$ cat config.mk
export PLATFORM = sky130hd
export DESIGN_NAME = cla_seq_adder
export DESIGN_NICKNAME = d
export VERILOG_FILES = /design/src/rtl/cla_seq_adder.sv
export SDC_FILE = /design/constraint.sdc
export NUM_CORES = 1
export LEC_CHECK = 0
export CAP_MARGIN = 25
export CORE_MARGIN = 2
export CORE_UTILIZATION = 50
export DETAILED_ROUTE_END_ITERATION = 10
export PLACE_DENSITY_LB_ADDON = 0.3
export SLEW_MARGIN = 25
export SYNTH_ARGS = -nofsm -noshare
export SYNTH_HDL_FRONTEND = slang
export SYNTH_SLANG_ARGS = --single-unit
$ cat constraint.sdc
create_clock -name clk -period 4 [get_ports clk]
set_input_delay 1 -clock clk [delete_from_list [all_inputs] [get_ports clk]]
set_output_delay 1 -clock clk [all_outputs]
set_load 0.05 [all_outputs]
$ cat src/rtl/cla_seq_adder.sv
// Multi-cycle carry-lookahead adder: sums BLOCK bits per clock with valid/ready handshakes.
// Optional CLA_SUB_EN adds the sub port for a - b - cin.
module cla_seq_adder #(
    parameter int unsigned WIDTH = 32,
    parameter int unsigned BLOCK = 8
) (
    input  logic             clk,
    input  logic             rst_n,
    input  logic             in_valid,
    output logic             in_ready,
    input  logic [WIDTH-1:0] a,
    input  logic [WIDTH-1:0] b,
    input  logic             cin,
`ifdef CLA_SUB_EN
    input  logic             sub,
`endif
    output logic             out_valid,
    input  logic             out_ready,
    output logic [WIDTH-1:0] s,
    output logic             cout,
    output logic             ovf
);

    localparam int unsigned N = WIDTH / BLOCK;
    localparam int unsigned KW = (N > 1) ? $clog2(N) : 1;
    localparam logic [KW-1:0] KLast = KW'(N - 1);

    typedef enum logic [1:0] {StIdle, StRun, StDone} state_e;

    state_e           state_q, state_d;
    logic [KW-1:0]    k_q, k_d;
    logic [WIDTH-1:0] a_q, a_d, b_q, b_d, s_q, s_d;
    logic             carry_q, carry_d, cout_q, cout_d, ovf_q, ovf_d;

    logic [WIDTH-1:0] b_eff;
    logic             cin_eff;
    logic             accept, last;
    logic [BLOCK-1:0] a_sl, b_sl, g, p, sum;
    logic [BLOCK:0]   c;
    logic             pp;

`ifdef CLA_SUB_EN
    assign b_eff   = sub ? ~b : b;
    assign cin_eff = sub ^ cin;
`else
    assign b_eff   = b;
    assign cin_eff = cin;
`endif

    assign accept = in_valid && in_ready;
    assign last   = (k_q == KLast);

    always_ff @(posedge clk) begin
        if (!rst_n) begin
            state_q <= StIdle;
        end else begin
            state_q <= state_d;
        end
    end

    always_comb begin
        state_d = state_q;
        unique case (state_q)
            StIdle:  if (in_valid)  state_d = StRun;
            StRun:   if (last)      state_d = StDone;
            StDone:  if (out_ready) state_d = StIdle;
            default:                state_d = StIdle;
        endcase
    end

    always_comb begin
        in_ready  = (state_q == StIdle);
        out_valid = (state_q == StDone);
    end

    // Single-level lookahead: every carry is a flat sum of g/p products back to the slice carry-in.
    always_comb begin
        a_sl = a_q[k_q*BLOCK +: BLOCK];
        b_sl = b_q[k_q*BLOCK +: BLOCK];
        g    = a_sl & b_sl;
        p    = a_sl ^ b_sl;
        pp   = 1'b0;
        c    = '0;
        c[0] = carry_q;
        for (int i = 0; i < BLOCK; i++) begin
            c[i+1] = g[i];
            pp     = p[i];
            for (int j = i - 1; j >= 0; j--) begin
                c[i+1] = c[i+1] | (pp & g[j]);
                pp     = pp & p[j];
            end
            c[i+1] = c[i+1] | (pp & carry_q);
        end
        sum = p ^ c[BLOCK-1:0];
    end

    always_comb begin
        k_d     = k_q;
        a_d     = a_q;
        b_d     = b_q;
        s_d     = s_q;
        carry_d = carry_q;
        cout_d  = cout_q;
        ovf_d   = ovf_q;
        if (accept) begin
            a_d     = a;
            b_d     = b_eff;
            carry_d = cin_eff;
            k_d     = '0;
        end else if (state_q == StRun) begin
            s_d[k_q*BLOCK +: BLOCK] = sum;
            carry_d                 = c[BLOCK];
            if (last) begin
                cout_d = c[BLOCK];
                ovf_d  = c[BLOCK] ^ c[BLOCK-1];
            end else begin
                k_d = k_q + KW'(1);
            end
        end
    end

    always_ff @(posedge clk) begin
        if (!rst_n) begin
            k_q     <= '0;
            a_q     <= '0;
            b_q     <= '0;
            s_q     <= '0;
            carry_q <= 1'b0;
            cout_q  <= 1'b0;
            ovf_q   <= 1'b0;
        end else begin
            k_q     <= k_d;
            a_q     <= a_d;
            b_q     <= b_d;
            s_q     <= s_d;
            carry_q <= carry_d;
            cout_q  <= cout_d;
            ovf_q   <= ovf_d;
        end
    end

    assign s    = s_q;
    assign cout = cout_q;
    assign ovf  = ovf_q;

endmodule

==> results of run 1 <==
## cells in the mapped netlist, drive strengths merged (4+ instances only)
cell type | number | share of area
nor2 | 31 | 0.026
clkbuf | 20 | 0.017
inv | 4 | 0.0033
a21oi | 47 | 0.052
buf | 10 | 0.012
ha | 15 | 0.042
nor2b | 4 | 0.0056
a21boi | 21 | 0.035
a22oi | 20 | 0.033
o21ai | 19 | 0.022
nand3 | 12 | 0.013
dfxtp | 103 | 0.46
nand2 | 141 | 0.12
mux4 | 16 | 0.080
## final cells by class
class	instances	area [um2]
repair buffers	110	1086
well taps	108	135.1
clock inverters	7	90.09
clock buffers	9	123.9
fillers	698	2903
inverters	4	16.27
flip-flops and latches	103	2063
multi-input cells	358	2303
## routing by layer
metal  vias up  track usage  wire, um
met4         0      0.08008       161
met1      1821       0.2926      4674
met3        16      0.03404       620
met2       135       0.3986      5648
li1       1885            -         -
met5         -            0         0
## worst max-delay path by stage
stage / startpoint / end / slack (ns) / cells after the start
global route: k_q[0] / s[29] / 0.88 / 7
detailed placement: k_q[0] / s[21] / 0.82 / 7
global placement: k_q[0] / s[29] / 0.91 / 7
finish: state_q[1] / in_ready / 1.04 / 2
floorplan: k_q[0] / s[15] / 1.16 / 9
CTS: k_q[0] / s[21] / 0.73 / 7
## power by group
| group | internal, mW | switching (mW) |
|---|---|---|
| clock network | 0.303 | 0.386 |
| logic | 0.156 | 0.180 |
| registers | 1.07 | 0.0335 |
## critical path, delay by kind of cell, from the launching register on
kind	cells	cell delay, ns
buf+inv	1	0.88
simple gates	1	0.35
flops	1	0.35
## flip-flops by register name, summed over array words and instances (netlist names)
register  cells
cout          1
b_q          32
a_q          32
carry_q       1
k_q           2
ovf           1
state_q       2
s            32
## per-stage QoR
step                setup WS [ns]  instances
CTS                        0.7258        699
detailed placement         0.8167        683
finish                      1.037        699
global route               0.8764        699
global placement           0.9107        683
floorplan                   1.164        495
## cells by family after synthesis
group	count (synthesis)	share of synthesized area
AO/OA/AOI/OAI	121	0.1738
XOR/XNOR	6	0.01168
adder cells (fa/ha/maj)	16	0.04615
buffers and inverters	34	0.03197
flip-flops	103	0.4582
multiplexers	18	0.08452
AND/OR/NAND/NOR	197	0.1938
==> results.yml, run 1 <==
run_status:
  outcome: "completed"
route:
  firstDrtPassIters: 5
  vias_per_cell: 5.518
  vias: 3857
  drt_iter0_drc: 177
  finalWirelength_um: 11100
  wl_per_cell_um: 15.89
  ant_nets: 0
  drc: 0
placement:
  place.gp.congestion: 0.9308
  dp.final_hpwl_um: 8236
  postPlaceCellArea_um2: 5602
  io_buffers: 104
clock_network:
  clockBufferDepth: 2
  path_clk_slew_ns: 0.10
  htree_levels: 3
  cts_tree: "done"
  clock-root-buffer: "clkbuf_8"
  postCtsSetupBuffers: 0
  numCtsBuffers: 9
  clk-insertion-delay-late_ns: 0.38
  clock_sinks: 103
  cts_resized: 0
  hold_buffers: 0
pwr:
  ir_drop_mv: 0.2062
  finalPower_mw: 2.130
  leakage_nw: 2.128
  power.density_nw_per_um2: 366.1
floorplan:
  ios: 105
  start_util: 0.5161
  fp-row-count: 34
  fp.coreArea_um2: 8721
  die_w_um: 98.88
  die_y_um: 98.88
  fp.dieArea_um2: 9776
synthesis:
  async_flop_share: 0
  ys_types: 39
  ys_warn_count: 0
  synth_edf_count: 0
  syn_nets: 580
  syn_area_um2: 4501
  synth_seq_cells: 103
  synth_ff_type: "dfxtp_1"
  avgSynthCellArea_um2: 9.092
  yosysSeqAreaShare: 0.4582
  syn_inst: 495
worst_setup_path:
  cp_max_fo: 4
  r2r_slack_ns: 1.07
  crit_chain: "nor2_1 > clkdlybuf4s50_1"
  r2r-end: "s[21]"
  rr_startpoint: "k_q[1]"
  slowest_delay_ns: 0.88
  cp-end-kind: "output pin"
  reg2reg_depth: 7
  slowest_stage: "clkdlybuf4s50_1"
  critPathLaunchType: "flip-flop"
  critPathKind: "reg2out"
  required_ns: 3.00
  crit_arrival_ns: 1.96
timing:
  slew-limit-headroom: 0.4294
  fmax_mhz: 337.5
  setup_viol: 0
  worst_slew_pin_slew_ns: 0.8549
  rsz0062_at_grt: "no"
  skew_ns: 0.01361
  setup-tns-final_ns: 0
  min_period_ns: 2.963
  hold_viol: 0
  whs_ns: 0.4575
  finalMaxSlewViolations: 0
  finalCritPeriodShare: 0.7407
grt:
  antenna_found_initial: 0
  grt_pass1_wl_um: 17920
  grt_usage: 0.2299
  grt_pass1_vias: 3813
  gr-total-overflow: 0
  grt_start_max_net_pins: 66
min_path:
  whs_path_depth: 2
  min_from: "b_q[7]"
  hold_end: "b_q[7]"
  min_path_type: "reg2reg"
flow_run:
  cap_violations: 0
cells_and_area:
  drive_gt1_frac: 0.09814
  diodes: 0
  final_util: 0.6671
  final_common_cell: "nand2_1"
  layout_common_cells: "nand2_1 (136), clkdlybuf4s50_1 (104), dfxtp_1 (102), a21oi_1 (47), nor2_1 (31)"
  stdcell_area_um2: 5818
  finalNetCount: 671
  area_growth_pct: 29.27
(Power assumes the default switching activity.)
==> inputs of run 2 (changes only) <==
clock period = 2.9 ns   (was 4 ns; I/O delays follow)
==> results.yml, run 2 (synthesis results as in run 1) <==
grt:
  grt_pass1_vias: 3724
  gr-total-overflow: 0
  grt_usage: 0.2293
  antenna_found_initial: 0
  grt_start_max_net_pins: 66
  grt_pass1_wl_um: 17800
floorplan:
  fp.coreArea_um2: 8721
  fp-row-count: 34
  die_y_um: 98.88
  start_util: 0.5161
  fp.dieArea_um2: 9776
  ios: 105
  die_w_um: 98.88
route:
  ant_nets: 0
  firstDrtPassIters: 4
  vias: 3786
  drc: 0
  wl_per_cell_um: 15.53
  finalWirelength_um: 10900
  vias_per_cell: 5.393
  drt_iter0_drc: 172
worst_setup_path:
  cp-end-kind: "flip-flop"
  cp_max_fo: 18
  rr_startpoint: "k_q[0]"
  r2r-end: "s[12]"
  reg2reg_depth: 8
  required_ns: 3.13
  crit_arrival_ns: 3.00
  critPathKind: "reg2reg"
  critPathLaunchType: "flip-flop"
  r2r_slack_ns: 0.14
cells_and_area:
  fill_cells: 702
  final_util: 0.6739
  layout_common_cells: "nand2_1 (136), clkdlybuf4s50_1 (104), dfxtp_1 (103), a21oi_1 (47), nor2_1 (31)"
  finalNetCount: 674
  area_growth_pct: 30.58
  stdcell_area_um2: 5877
  final_common_cell: "nand2_1"
  drive_gt1_frac: 0.1027
  diodes: 0
clock_network:
  clk-insertion-delay-late_ns: 0.36
  clockBufferDepth: 2
  hold_buffers: 0
  numCtsBuffers: 9
  path_clk_slew_ns: 0.09
  postCtsSetupBuffers: 0
  cts_tree: "done"
  clock-root-buffer: "clkbuf_8"
  clock_sinks: 103
  htree_levels: 3
timing:
  setup_viol: 0
  setup-tns-final_ns: 0
  worst_slew_pin_slew_ns: 0.7068
  skew_ns: 0.01431
  hold_viol: 0
  rsz0062_at_grt: "no"
  min_period_ns: 2.764
  finalCritPeriodShare: 0.9533
  finalMaxSlewViolations: 0
  slew-limit-headroom: 0.5279
  fmax_mhz: 361.7
run_status:
  outcome: "completed"
pwr:
  finalPower_mw: 2.919
  ir_drop_mv: 0.2919
  leakage_nw: 2.151
  power.density_nw_per_um2: 496.6
min_path:
  min_path_type: "reg2reg"
  hold_end: "a_q[26]"
  whs_path_depth: 2
  min_from: "a_q[26]"
placement:
  place.gp.congestion: 0.9366
  io_buffers: 104
  postPlaceCellArea_um2: 5644
  dp.final_hpwl_um: 8153
flow_run:
  cap_violations: 0
## run 2: timing repair
action / CTS / global route
hold endpoints to repair: 0 / 0
endpoints found under the setup margin: 0 / 8
resized for setup: 0 / 3
## run 2: power breakdown
| group | internal [mW] | total [mW] | leakage (nW) | switching (mW) |
|---|---|---|---|---|
| combinational | 0.228 | 0.491 | 1.20 | 0.263 |
| clock | 0.428 | 0.913 | 0.107 | 0.486 |
| sequential | 1.48 | 1.51 | 0.841 | 0.0373 |
| total | 2.13 | 2.92 | 2.15 | 0.785 |
## run 2: layer usage
metal  track usage  vias up  wire length (um)
met5             0        -                 0
met4       0.07587        0               189
met3       0.03475       14               625
met2        0.3976      121              5458
met1        0.2932     1762              4627
li1              -     1889                 -
## run 2: worst max-delay path by stage
stage,startpoint,to,slack [ns],depth (start not counted)
5_1_grt,k_q[0],s[23],0.006,8
2_1_floorplan,k_q[0],s[15],0.06,9
4_1_cts,k_q[0],s[6],0.02,7
3_3_place_gp,k_q[0],s[6],0.23,7
3_5_place_dp,k_q[0],s[6],0.06,7
6_report,k_q[0],s[12],0.14,8
## run 2: layout make-up
type / instances / area, um2 / area share
Tap cell: 108 / 135.1 / 0.02299
Multi-Input combinational cell: 358 / 2327 / 0.3960
Inverter: 4 / 15.01 / 0.002555
Timing Repair Buffer: 113 / 1134 / 0.1929
Sequential cell: 103 / 2062 / 0.3509
Clock buffer: 10 / 137.6 / 0.02342
Clock inverter: 6 / 66.31 / 0.01128
## run 2: critical path: stages (launching register included)
cell and delay [ns]:
dfxtp_1 0.38, buf_12 0.20, mux4_2 0.56, ha_1 0.35, a211oi_2 0.35, o21bai_1 0.16, a21oi_1 0.20, xor2_1 0.33
o21ai_1 0.11
## run 2: stage by stage
stage / hold slack [ns] / std cells / setup slack, ns
6_report: 0.4564 / 702 / 0.1355
5_1_grt: 0.4752 / 702 / 0.006024
4_1_cts: 0.4614 / 702 / 0.02152
3_5_place_dp: 0.4478 / 686 / 0.06293
3_3_place_gp: 0.4451 / 686 / 0.2294
2_1_floorplan: 0.4331 / 495 / 0.06389
==> inputs of run 3 (changes only) <==
CELL_PAD_IN_SITES_DETAIL_PLACEMENT = 0   (was default)
CELL_PAD_IN_SITES_GLOBAL_PLACEMENT = 2   (was default)
CORE_MARGIN = default   (was 2)
CORE_UTILIZATION = 30   (was 50)
==> results.yml, run 3 (synthesis results as in run 1) <==
worst_setup_path:
  cp_max_fo: 9
  r2r-end: "s[22]"
  crit_buf_inv: 1
  critPathKind: "reg2reg"
  slowest_delay_ns: 0.57
  cp_top_family: "compound AO/OA/AOI/OAI gates"
  rr_startpoint: "k_q[0]"
  critPathLaunchType: "flip-flop"
  cp-end-kind: "flip-flop"
  crit_chain: "buf_4 > mux4_2 > ha_1 > a211oi_2 > nor4b_1 > o41ai_2 > o21ai_1"
  required_ns: 3.10
  crit_arrival_ns: 2.98
  reg2reg_depth: 7
  r2r_slack_ns: 0.12
  slowest_stage: "mux4_2"
route:
  vias_per_cell: 4.834
  top_layer: "met4"
  vias: 3766
  dr_wl_met3_um: 556
  drt_iter0_drc: 231
  drt-met1-wl_um: 5494
  drc: 0
  ant_nets: 0
  wl_per_cell_um: 15.31
  dr_wl_met2_um: 5691
  finalWirelength_um: 11930
  firstDrtPassIters: 5
floorplan:
  die_y_um: 124.5
  fp.dieArea_um2: 15500
  die_w_um: 124.5
  fp.coreArea_um2: 14590
  ios: 105
  fp-row-count: 44
  start_util: 0.3085
min_path:
  min_from: "b_q[3]"
  whs_path_depth: 2
  min_path_type: "reg2reg"
  hold_end: "b_q[3]"
pwr:
  leakage_nw: 2.181
  power.density_nw_per_um2: 516.4
  ir_drop_mv: 0.2975
  finalPower_mw: 3.119
placement:
  dp.final_hpwl_um: 8855
  place_inst: 764
  io_buffers: 104
  place.gp.congestion: 0.7729
  dp_slack_ns: 0.1476
timing:
  hold_viol: 0
  setup-tns-final_ns: 0
  rsz0062_at_grt: "yes"
  setup_viol: 0
  skew_ns: 0.006369
  setup_ws_ns: 0.1229
  finalMaxSlewViolations: 0
  worst_slew_pin_slew_ns: 0.7314
  finalCritPeriodShare: 0.9576
  slew-limit-headroom: 0.5114
  min_period_ns: 2.777
  fmax_mhz: 360.1
grt:
  gr-total-overflow: 0
  grt_start_max_net_pins: 66
  grt_pass1_wl_um: 19140
  antenna_found_initial: 0
  grt_pass1_vias: 3645
  grt_usage: 0.1559
cells_and_area:
  area_growth_pct: 34.20
  final_common_cell: "nand2_1"
  drive_gt1_frac: 0.1008
  fin_cells: 779
  multiInputGateArea_um2: 2306
  layout_common_cells: "nand2_1 (136), clkdlybuf4s50_1 (104), dfxtp_1 (103), a21oi_1 (47), nor2_1 (31)"
  diodes: 0
  finalNetCount: 676
  regArea_um2: 2062
  fill_cells: 1444
clock_network:
  cts_resized: 0
  numCtsBuffers: 9
  clock-root-buffer: "clkbuf_16"
  hold_buffers: 0
  postCtsSetupBuffers: 0
  clockBufferDepth: 2
  path_clk_slew_ns: 0.07
  clock_sinks: 103
  clk-insertion-delay-late_ns: 0.34
  cts_tree: "done"
  htree_levels: 3
flow_run:
  cap_violations: 0
run_status:
  outcome: "completed"
==> run 3: layout make-up <==
cell class,instances,area share
repair buffers,115,0.1923
multi-input cells,358,0.3818
inverters,4,0.002486
flip-flops and latches,103,0.3414
clock buffers,11,0.03853
well taps,184,0.03812
clock inverters,4,0.005386
==> run 3: routing by layer <==
| metal | vias up | global-route usage |
|---|---|---|
| li1 | 1897 | - |
| met1 | 1743 | 0.2067 |
| met2 | 110 | 0.2564 |
| met3 | 16 | 0.02663 |
| met4 | 0 | 0.05103 |
| met5 | - | 0 |
==> run 3: worst min-delay path, stage by stage (launching register included) <==
cell     delay [ns]
dfxtp_1        0.31
nand2_1        0.05
a21oi_1        0.05
==> run 3: stage by stage <==
step	hold slack, ns	area [um2]	utilization
finish	0.4552	6040	0.4140
global route	0.4738	6040	0.4140
CTS	0.4559	6032	0.4135
detailed placement	0.4469	5767	0.3953
global placement	0.4421	5767	0.3953
floorplan	0.4331	4501	-
==> run 3: worst max path at each step <==
stage / startpoint / endpoint / slack [ns] / depth (start not counted)
after floorplan: k_q[0] / s[15] / 0.06 / 9
after global placement: k_q[0] / s[6] / 0.20 / 7
after detailed placement: k_q[0] / s[21] / 0.15 / 8
after CTS: k_q[0] / s[20] / 0.09 / 8
after global routing: k_q[0] / s[21] / 0.007 / 8
final: k_q[0] / s[22] / 0.12 / 7
==> run 3: where the power goes <==
part           internal [mW]  leakage (nW)  switching [mW]  total, mW
logic                  0.232          1.22           0.266      0.498
clock network          0.583         0.122           0.520       1.10
registers               1.48         0.841          0.0403       1.52
total                   2.29          2.18           0.827       3.12
